<file path="src/rtl/rgb_fade_pkg.sv">
`default_nettype none
// ============================================================================
//  Module      : rgb_fade_pkg
//  Description : Shared types and constants for the RGB fade / PWM block.
//                FSM state type, PWM width, default step divider, colour
//                triple type and a one-step ramp helper.
//  Revision    : 1.0 - initial release
// ============================================================================
package rgb_fade_pkg;

  localparam int PWM_W            = 8;
  localparam int STEP_DIV_DEFAULT = 48000;

  typedef enum logic [1:0] {
    ST_IDLE = 2'd0,
    ST_LOAD = 2'd1,
    ST_FADE = 2'd2
  } fade_state_e;

  typedef logic [PWM_W-1:0] duty_t;

  typedef struct packed {
    duty_t r;
    duty_t g;
    duty_t b;
  } rgb_t;

  // Move one count toward the target; never overshoots and never wraps
  // because the comparison guards both directions.
  function automatic duty_t step_toward(input duty_t cur, input duty_t tgt);
    if (cur < tgt)      return cur + duty_t'(1);
    else if (cur > tgt) return cur - duty_t'(1);
    else                return cur;
  endfunction

endpackage
`default_nettype wire

</file>
<file path="src/rtl/rgb_fade_pwm_if.sv">
`default_nettype none
// ============================================================================
//  Module      : rgb_fade_pwm_if
//  Description : Colour-target valid/ready handshake.
//                master : drives tgt_valid and tgt_r/g/b, receives tgt_ready
//                slave  : receives the offer, drives tgt_ready
//  Revision    : 1.0 - initial release
// ============================================================================
interface rgb_fade_pwm_if;
  import rgb_fade_pkg::*;

  logic  tgt_valid;
  logic  tgt_ready;
  duty_t tgt_r;
  duty_t tgt_g;
  duty_t tgt_b;

  modport master (output tgt_valid, output tgt_r, output tgt_g, output tgt_b,
                  input  tgt_ready);
  modport slave  (input  tgt_valid, input  tgt_r, input  tgt_g, input  tgt_b,
                  output tgt_ready);
endinterface
`default_nettype wire

</file>
<file path="src/rtl/pwm_shadow_chan.sv">
`default_nettype none
// ============================================================================
//  Module      : pwm_shadow_chan
//  Description : One PWM output channel. Duty is captured into a shadow
//                register only at the end of a PWM period so a duty change
//                never shortens or lengthens the period in progress.
//  Ports       : clk, rst_n   - clock, async active-low reset
//                pwm_cnt      - shared free-running 8-bit period counter
//                duty         - requested duty (0..255)
//                led_n        - registered active-low drive
//  Revision    : 1.0 - initial release
// ============================================================================
module pwm_shadow_chan
  import rgb_fade_pkg::*;
(
  input  logic  clk,
  input  logic  rst_n,
  input  duty_t pwm_cnt,
  input  duty_t duty,
  output logic  led_n
);

  duty_t shadow_q, shadow_d;
  logic  led_n_q,  led_n_d;

  always_comb begin
    shadow_d = shadow_q;
    if (pwm_cnt == '1) shadow_d = duty;
    // Strict compare: duty 0 is never on, duty 255 is off only at count 255.
    led_n_d = !(pwm_cnt < shadow_q);
  end

  always_ff @(posedge clk or negedge rst_n) begin
    if (!rst_n) begin
      shadow_q <= '0;
      led_n_q  <= 1'b1;
    end else begin
      shadow_q <= shadow_d;
      led_n_q  <= led_n_d;
    end
  end

  assign led_n = led_n_q;

endmodule
`default_nettype wire

</file>
<file path="src/rtl/rgb_fade_pwm.sv">
`default_nettype none
// ============================================================================
//  Module      : rgb_fade_pwm
//  Description : Accepts RGB colour targets over a valid/ready handshake into
//                a one-entry pending slot, ramps the current colour toward
//                the active target one count per step tick, and drives three
//                active-low PWM outputs from the ramped colour.
//  Ports       : clk, rst_n          - clock, async active-low reset
//                tgt (slave)         - tgt_valid/tgt_ready, tgt_r/g/b
//                busy                - FSM not in IDLE
//                cur_r/g/b           - current ramped duty
//                led_r_n/g_n/b_n     - registered active-low PWM drive
//  Revision    : 1.0 - initial release
// ============================================================================
module rgb_fade_pwm
  import rgb_fade_pkg::*;
#(
  parameter int STEP_DIV = STEP_DIV_DEFAULT
) (
  input  logic          clk,
  input  logic          rst_n,
  rgb_fade_pwm_if.slave tgt,
  output logic          busy,
  output duty_t         cur_r,
  output duty_t         cur_g,
  output duty_t         cur_b,
  output logic          led_r_n,
  output logic          led_g_n,
  output logic          led_b_n
);

  localparam int               PRE_W    = $clog2(STEP_DIV);
  localparam logic [PRE_W-1:0] PRE_LAST = PRE_W'(STEP_DIV - 1);

  fade_state_e      state_q, state_d;
  logic             pend_full_q, pend_full_d;
  rgb_t             pend_q, pend_d;
  rgb_t             act_q, act_d;
  rgb_t             cur_q, cur_d;
  logic [PRE_W-1:0] pre_q, pre_d;
  duty_t            pwm_cnt_q, pwm_cnt_d;

  logic w_xfer, w_tick, w_at_tgt, w_pop, w_fade;

  assign w_xfer   = tgt.tgt_valid && !pend_full_q;
  assign w_tick   = (pre_q == PRE_LAST);
  assign w_at_tgt = (cur_q == act_q);

  // ---------------- FSM: state register ----------------
  always_ff @(posedge clk or negedge rst_n) begin
    if (!rst_n) state_q <= ST_IDLE;
    else        state_q <= state_d;
  end

  // ---------------- FSM: next state ----------------
  always_comb begin
    state_d = state_q;
    unique case (state_q)
      ST_IDLE: if (pend_full_q) state_d = ST_LOAD;
      ST_LOAD: state_d = ST_FADE;
      ST_FADE: if (w_at_tgt) state_d = ST_IDLE;
      default: state_d = ST_IDLE;
    endcase
  end

  // ---------------- FSM: outputs ----------------
  always_comb begin
    busy   = (state_q != ST_IDLE);
    w_pop  = (state_q == ST_LOAD);
    w_fade = (state_q == ST_FADE);
  end

  // ---------------- datapath next values ----------------
  always_comb begin
    // Pop-then-fill: a fill in the same cycle as a pop keeps the slot full.
    pend_full_d = (pend_full_q && !w_pop) || w_xfer;
    pend_d      = w_xfer ? rgb_t'{r: tgt.tgt_r, g: tgt.tgt_g, b: tgt.tgt_b} : pend_q;
    act_d       = w_pop ? pend_q : act_q;

    cur_d = cur_q;
    if (w_fade && w_tick) begin
      cur_d.r = step_toward(cur_q.r, act_q.r);
      cur_d.g = step_toward(cur_q.g, act_q.g);
      cur_d.b = step_toward(cur_q.b, act_q.b);
    end

    // Free-running; handshakes never touch the step phase.
    pre_d     = w_tick ? '0 : pre_q + PRE_W'(1);
    pwm_cnt_d = pwm_cnt_q + duty_t'(1);
  end

  always_ff @(posedge clk or negedge rst_n) begin
    if (!rst_n) begin
      pend_full_q <= 1'b0;
      pend_q      <= '0;
      act_q       <= '0;
      cur_q       <= '0;
      pre_q       <= '0;
      pwm_cnt_q   <= '0;
    end else begin
      pend_full_q <= pend_full_d;
      pend_q      <= pend_d;
      act_q       <= act_d;
      cur_q       <= cur_d;
      pre_q       <= pre_d;
      pwm_cnt_q   <= pwm_cnt_d;
    end
  end

  assign tgt.tgt_ready = !pend_full_q;
  assign cur_r = cur_q.r;
  assign cur_g = cur_q.g;
  assign cur_b = cur_q.b;

  pwm_shadow_chan u_chan_r (.clk(clk), .rst_n(rst_n), .pwm_cnt(pwm_cnt_q), .duty(cur_q.r), .led_n(led_r_n));
  pwm_shadow_chan u_chan_g (.clk(clk), .rst_n(rst_n), .pwm_cnt(pwm_cnt_q), .duty(cur_q.g), .led_n(led_g_n));
  pwm_shadow_chan u_chan_b (.clk(clk), .rst_n(rst_n), .pwm_cnt(pwm_cnt_q), .duty(cur_q.b), .led_n(led_b_n));

endmodule
`default_nettype wire
</file>
<file path="src/flat_wrapper.sv">
// flat-port wrapper written by rule: the top's interface ports become plain ports
module rgb_fade_pwm_flat import rgb_fade_pkg::*;
#(
  parameter int STEP_DIV = STEP_DIV_DEFAULT
)
  (clk, rst_n, busy, cur_r, cur_g, cur_b, led_r_n, led_g_n, led_b_n, tgt_tgt_valid, tgt_tgt_r, tgt_tgt_g, tgt_tgt_b, tgt_tgt_ready);
  rgb_fade_pwm_if tgt_i ();
  input  logic clk;
  input  logic rst_n;
  output logic busy;
  output duty_t cur_r;
  output duty_t cur_g;
  output duty_t cur_b;
  output logic led_r_n;
  output logic led_g_n;
  output logic led_b_n;
  input wire logic [$bits(tgt_i.tgt_valid)-1:0] tgt_tgt_valid;
  input wire logic [$bits(tgt_i.tgt_r)-1:0] tgt_tgt_r;
  input wire logic [$bits(tgt_i.tgt_g)-1:0] tgt_tgt_g;
  input wire logic [$bits(tgt_i.tgt_b)-1:0] tgt_tgt_b;
  output wire logic [$bits(tgt_i.tgt_ready)-1:0] tgt_tgt_ready;
  assign tgt_i.tgt_valid = tgt_tgt_valid;
  assign tgt_i.tgt_r = tgt_tgt_r;
  assign tgt_i.tgt_g = tgt_tgt_g;
  assign tgt_i.tgt_b = tgt_tgt_b;
  assign tgt_tgt_ready = tgt_i.tgt_ready;
  rgb_fade_pwm #(.STEP_DIV(STEP_DIV)) u_core (.clk(clk), .rst_n(rst_n), .tgt(tgt_i), .busy(busy), .cur_r(cur_r), .cur_g(cur_g), .cur_b(cur_b), .led_r_n(led_r_n), .led_g_n(led_g_n), .led_b_n(led_b_n));
endmodule
</file>
<file path="config.mk">
export PLATFORM = sky130hd
export DESIGN_NAME = rgb_fade_pwm_flat
export DESIGN_NICKNAME = d
export VERILOG_FILES = /design/src/rtl/rgb_fade_pkg.sv /design/src/rtl/rgb_fade_pwm_if.sv /design/src/rtl/pwm_shadow_chan.sv /design/src/rtl/rgb_fade_pwm.sv /design/src/flat_wrapper.sv
export SDC_FILE = /design/constraint.sdc
export NUM_CORES = 1
export LEC_CHECK = 0
export CAP_MARGIN = 20
export CORE_MARGIN = 5
export CORE_UTILIZATION = 40
export DETAILED_ROUTE_END_ITERATION = 8
export GPL_TIMING_DRIVEN = 0
export PLACE_DENSITY_LB_ADDON = 0.15
export SYNTH_ARGS = -nofsm -noshare
export SYNTH_HDL_FRONTEND = slang
export SYNTH_HIERARCHICAL = 1
export SYNTH_SLANG_ARGS = --single-unit
export TNS_END_PERCENT = 10
</file>
<file path="constraint.sdc">
create_clock -name clk -period 3.9 [get_ports clk]
set_input_delay 0.78 -clock clk [delete_from_list [all_inputs] [get_ports clk]]
set_output_delay 0.78 -clock clk [all_outputs]
set_load 0.02 [all_outputs]
</file>
## Yosys cells after proc, flatten, opt, wreduce, memory -nomap -nowiden

Index checks and enable logic that the tools add are counted.

| word-level totals | value |
|---|---|
| output and inout bits | 29 |
| logic and storage cells | 71 |
| flip-flop bits (word level) | 126 |
| bits of input ports | 27 |

| operators by class | value |
|---|---|
| equal/unequal tests | 7 |
| order comparisons | 9 |
| $add $sub $neg | 8 |
| multiplexer cells | 10 |
| reduce and logical (&&, ||, !) cells | 18 |

Operators with widths:

| cell | count |
|---|---|
| less-than comparator 8 bit | 6 |
| two-way mux 8 bit | 6 |
| adder 8 x 1 -> 8 bit, second input constant | 4 |
| equality test 24 bit | 1 |
| > comparator 8 bit | 3 |
| subtractor 8 x 1 -> 8 bit, second input constant | 3 |
| adder 16 x 1 -> 16 bit, second input constant | 1 |
| equality test 16 bit, second input constant | 1 |
| two-way mux 16 bit | 1 |
| equality test 8 bit, second input constant | 1 |
| AND reduction 2 bit | 4 |
| nonzero test 2 bit | 4 |
| one-hot mux 2 bit (3 select lines) | 1 |
| logical NOT 1 bit | 5 |
| two-way mux 2 bit | 2 |
| inequality test 2 x 1 -> 1 bit, second input constant | 2 |
| logical AND 1 bit | 3 |
| equality test 2 x 1 -> 1 bit, second input constant | 1 |
| equality test 2 bit, second input constant | 1 |
| logical NOT 2 bit | 1 |
| logical OR 1 bit | 1 |

## Logic depth before layout (Yosys ltp)

| depth | value |
|---|---|
| depth in word-level cells | 4 |
| mapped depth | 13 |
| mapped depth without buffers | 13 |

## By module

The synthesis kept the hierarchy.

Modules (own cells, without submodules):

| module | times used | cells an instance | area an instance (um^2) | sequential area each (um^2) |
|---|---|---|---|---|
| rgb_fade_pwm | 1 | 479 | 5210.0 | 2477.4 |
| pwm_shadow_chan | 3 | 44 | 511.7 | 226.5 |

## Least setup slack after synthesis

Ideal clock, no wire load.

| timing | value |
|---|---|
| path type | flip-flop to flip-flop |
| from | register u_core.cur_q (netlist bit u_core/cur_g[1]) |
| to | register u_core.cur_q (netlist bit u_core/cur_g[6]) |
| slack | 935 ps |
| data arrival time | 2838 ps |
| setup time | 128 ps |
| data required time | 3772 ps |
| cell stages (with the launch flop) | 13 |
| buffers on the path | 0 |
| period minus slack after synthesis | 2965 ps |
| path through | dfrtp_1 -> ha_1 -> nor2b_1 -> o211ai_1 -> a21o_1 -> nand2_1 -> fa_1 -> a21o_1 -> a21oi_1 -> o21bai_1 -> a21oi_1 -> xnor2_1 -> mux2_1 |

| between the ends | value |
|---|---|
| word-level cells in the longest chain between the ends | 3 |
| elaborated cells on any way between the ends | 8 |
| those cells by class | 2 x add/sub; 2 x order compare; 2 x mux; 2 x reduce/logical |

Ends and longest elaborated chain:

| what | line | source |
|---|---|---|
| start: declaration | rgb_fade_pwm.sv:39 | `rgb_t cur_q, cur_d;` |
| start signal: assignment | rgb_fade_pwm.sv:104 | `cur_q <= cur_d;` |
| subtractor 8 x 1 -> 8 bit (tied with other cells) | rgb_fade_pkg.sv:32 | `else if (cur > tgt) return cur - duty_t'(1);` |
| two-way mux 8 bit / nonzero test 2 bit (equally long branches) | - |  |
| two-way mux 8 bit / AND reduction 2 bit (equally long branches) | - |  |

Several ways; a longest one is shown, not always the timed one. The select of a mux whose other input is x is not followed.
A chain may end at the register's enable or synchronous reset.

## Worst setup path in the final report

Same ends and word-level chain as after synthesis.

==> results.md <==
* Distinct cells, synth at 39
* Global route overflow at 0
* Skew final at 0.00873 ns
* Post-synthesis net count at 706
* Share of flip-flops with an asynchronous set or reset at 100%
* CTS tree: yes
* Register area share after synthesis at 46.8%
* First-pass GRT wire length at 23,600 um
* Proportion of layout cells with a drive suffix above 1 at 14.9%
* Vias in the first global route at 4,755
* Drt wl/cell at 15.1 um
* CTS root buf: clkbuf_16
* Area of the multi-input gates at 0.00334 mm^2
* Total Power at 0.00422 W
* Worst setup SP type: flop
* I/O Pins at 56
* CTS clock-pin slew for the worst setup and hold paths at 0.06 ns
* Tcrit/Tclk final at 83.1%
* Final setup violating endpoints at 0
* Initial Util at 40.7%
* P&R area growth vs syn at 21.9%
* Hpwl dp at 10,300 um
* Die height at 140 um
* Final GP Congestion at 0.817
* Fin crit period at 3.24 ns
* Drt first pass iters at 5
* Yosys warnings at 6
* FF/Latch Area at 0.00316 mm^2
* Max Root-Sink Buffers at 2
* Inserted Diodes at 0
* H-tree depth at 4
* Final hold violations at 0
* Critical path arrival at 3.53 ns
* All-Layer GR Usage at 15.0%
* Drt first-iter violations at 199
* Post-Route WL at 13,900 um
* PortBufs at 55
* Post-CTS setup buffers at 0
* Crit end category: flop
* Cts repair resizes at 0
* Vias per cell at 5.02
* Syn Inst Count at 611
* Antenna Violating Nets Remaining at 0
* Core Region at 0.0166 mm^2
* Synth top area cells: dfrtp_1 46%, ha_1 12%, mux2_2 8.0%
* Layout Nets at 781
* Post-synth top area share at 45.6%
* CP max FO at 7
* Initial antenna violation count at 0
* Max-slew violation total from the final report at 0
* Total CTS buffers at 17
* Crit path required time at 4.19 ns
* Slew headroom at 48.7%
* Number of synthesized flops with an enable pin at 0
* Clock sinks at 126
* Full die area at 0.0196 mm^2
* Drt drc at 0
* Worst min path class: in -> async
* Post-synth top area cell: dfrtp_1
* Maxcap violations at 0
* Leakage at 3.84 nW
* Via count at 4,614
* Worst Max-Slew Pin Slew at 0.764 ns
* Fillers at 1,515
* Most frequent cells in the layout: 123 x dfrtp_1, 65 x ha_1, 58 x nand2_1, 54 x clkdlybuf4s50_1, 53 x inv_1
* Top FF cell, synth: dfrtp_1
* Outcome: completed
* CP Class: reg -> reg
* Placed instance area at 0.00760 mm^2
* Largest net degree at the start of global routing at 89
* Max IR drop VDD at 0.298 mV
* Commonest non-fill, non-tap cell in the layout: dfrtp_1
* Num rows at 47
* Post-layout instance area at 0.00822 mm^2
* FF+latch count, synth at 126
* Hold Buf Count CTS at 0
* Clk_lat worst skew at 0.41 ns
* RSZ-0062 raised after global routing: false
* Max frequency at 0.308 GHz
* Synth Cell Area at 0.00675 mm^2
* Die outline width at 140 um
* Mapped Avg Cell Area at 11.0 um^2
* PD cells at 513 mW/mm^2
## cells by family after synthesis
family	synth area share, %
xor gates and xnor gates	5.32
buffers and inverters	3.62
and+or+nand+nor	12.1
muxes	10.5
AOI/OAI and AO/OA	8.70
DFF	46.8
adders and majority gates	12.9
## stage by stage
step	hold slack (ns)	std cells	worst slack [ns]	util [%]	setup TNS [ns]
finish	0.268	919	0.658	49.6	0
global route	0.285	919	0.412	49.6	0
CTS	0.264	919	0.661	49.6	0
detailed placement	0.462	887	0.674	45.8	0
global placement	0.464	886	-2.87	45.7	-355.36
floorplan	0.435	611	0.935	-	0
## Yosys cell counts, drive strengths merged, types with 5 or more instances
| library cell | instances |
|---|---|
| xor2 | 17 |
| ha | 65 |
| nor2 | 27 |
| nand2b | 5 |
| inv | 53 |
| o21ai | 31 |
| xnor2 | 24 |
| a21oi | 36 |
| or2 | 5 |
| nand4 | 16 |
| a31oi | 6 |
| clkbuf | 8 |
| mux2 | 63 |
| and3 | 8 |
| nand3 | 12 |
| nand2 | 58 |
| dfrtp | 123 |
| nor2b | 7 |
| a21o | 10 |
## power by group
| part | switching (W) | internal [W] | leakage, nW | total, W |
|---|---|---|---|---|
| Sequential | 0.000109 | 0.00157 | 1.63 | 0.00168 |
| Clock | 0.000591 | 0.00106 | 0.299 | 0.00165 |
| Combinational | 0.000494 | 0.000399 | 1.91 | 0.000893 |
## metal layers
layer	routed length, um	track usage (%)
met1	6490	19.6
met2	6840	25.0
met3	395	3.57
met4	158	3.98
met5	0	0
## path summary, 6_finish.rpt
path,end,slack (ns),from,depth (start not counted)
max,u_core/cur_g[6]$_DFFE_PN0P_,0.66,u_core/cur_g[1]$_DFFE_PN0P_,12
min,u_core/cur_r[4]$_DFFE_PN0P_,0.27,rst_n,1
max reg2reg,u_core/cur_g[6]$_DFFE_PN0P_,0.66,u_core/cur_g[1]$_DFFE_PN0P_,12
min reg2reg,u_core/act_q[17]$_DFFE_PN0N_,0.47,u_core/pend_q[17]$_DFFE_PN0P_,2
max in group asynchronous,u_core/u_chan_g/led_n$_DFF_PN1_,2.89,rst_n,2
min in group clk,u_core/act_q[17]$_DFFE_PN0N_,0.47,u_core/pend_q[17]$_DFFE_PN0P_,2
## critical path, stage by stage (launching register included)
cell,delay [ns]
dfrtp_1,0.47
ha_1,0.35
nor2b_1,0.14
o211ai_1,0.26
a21o_1,0.19
nand2_1,0.21
fa_1,0.46
a21o_1,0.17
a21oi_1,0.22
o21bai_1,0.10
a21oi_1,0.18
xnor2_1,0.08
mux2_1,0.29
## cell type report
class / count / area share (%)
Multi-Input combinational cell: 421 / 40.7
Clock inverter: 12 / 1.92
Tap cell: 220 / 3.35
Clock buffer: 20 / 5.67
Timing Repair Buffer: 56 / 7.04
Sequential cell: 126 / 38.4
Buffer: 11 / 0.548
Inverter: 53 / 2.42
## flip-flops by register name (all words and copies together), names as in the netlist, 2 cells and up
| signal | count |
|---|---|
| u_core/u_chan_g/shadow_q | 8 |
| u_core/cur_b | 8 |
| u_core/pre_q | 16 |
| u_core/state_q | 2 |
| u_core/pwm_cnt_q | 8 |
| u_core/cur_r | 8 |
| u_core/u_chan_b/shadow_q | 8 |
| u_core/u_chan_r/shadow_q | 8 |
| u_core/pend_q | 24 |
| u_core/cur_g | 8 |
| u_core/act_q | 24 |
Note: power is estimated with default switching activity, not from simulation.
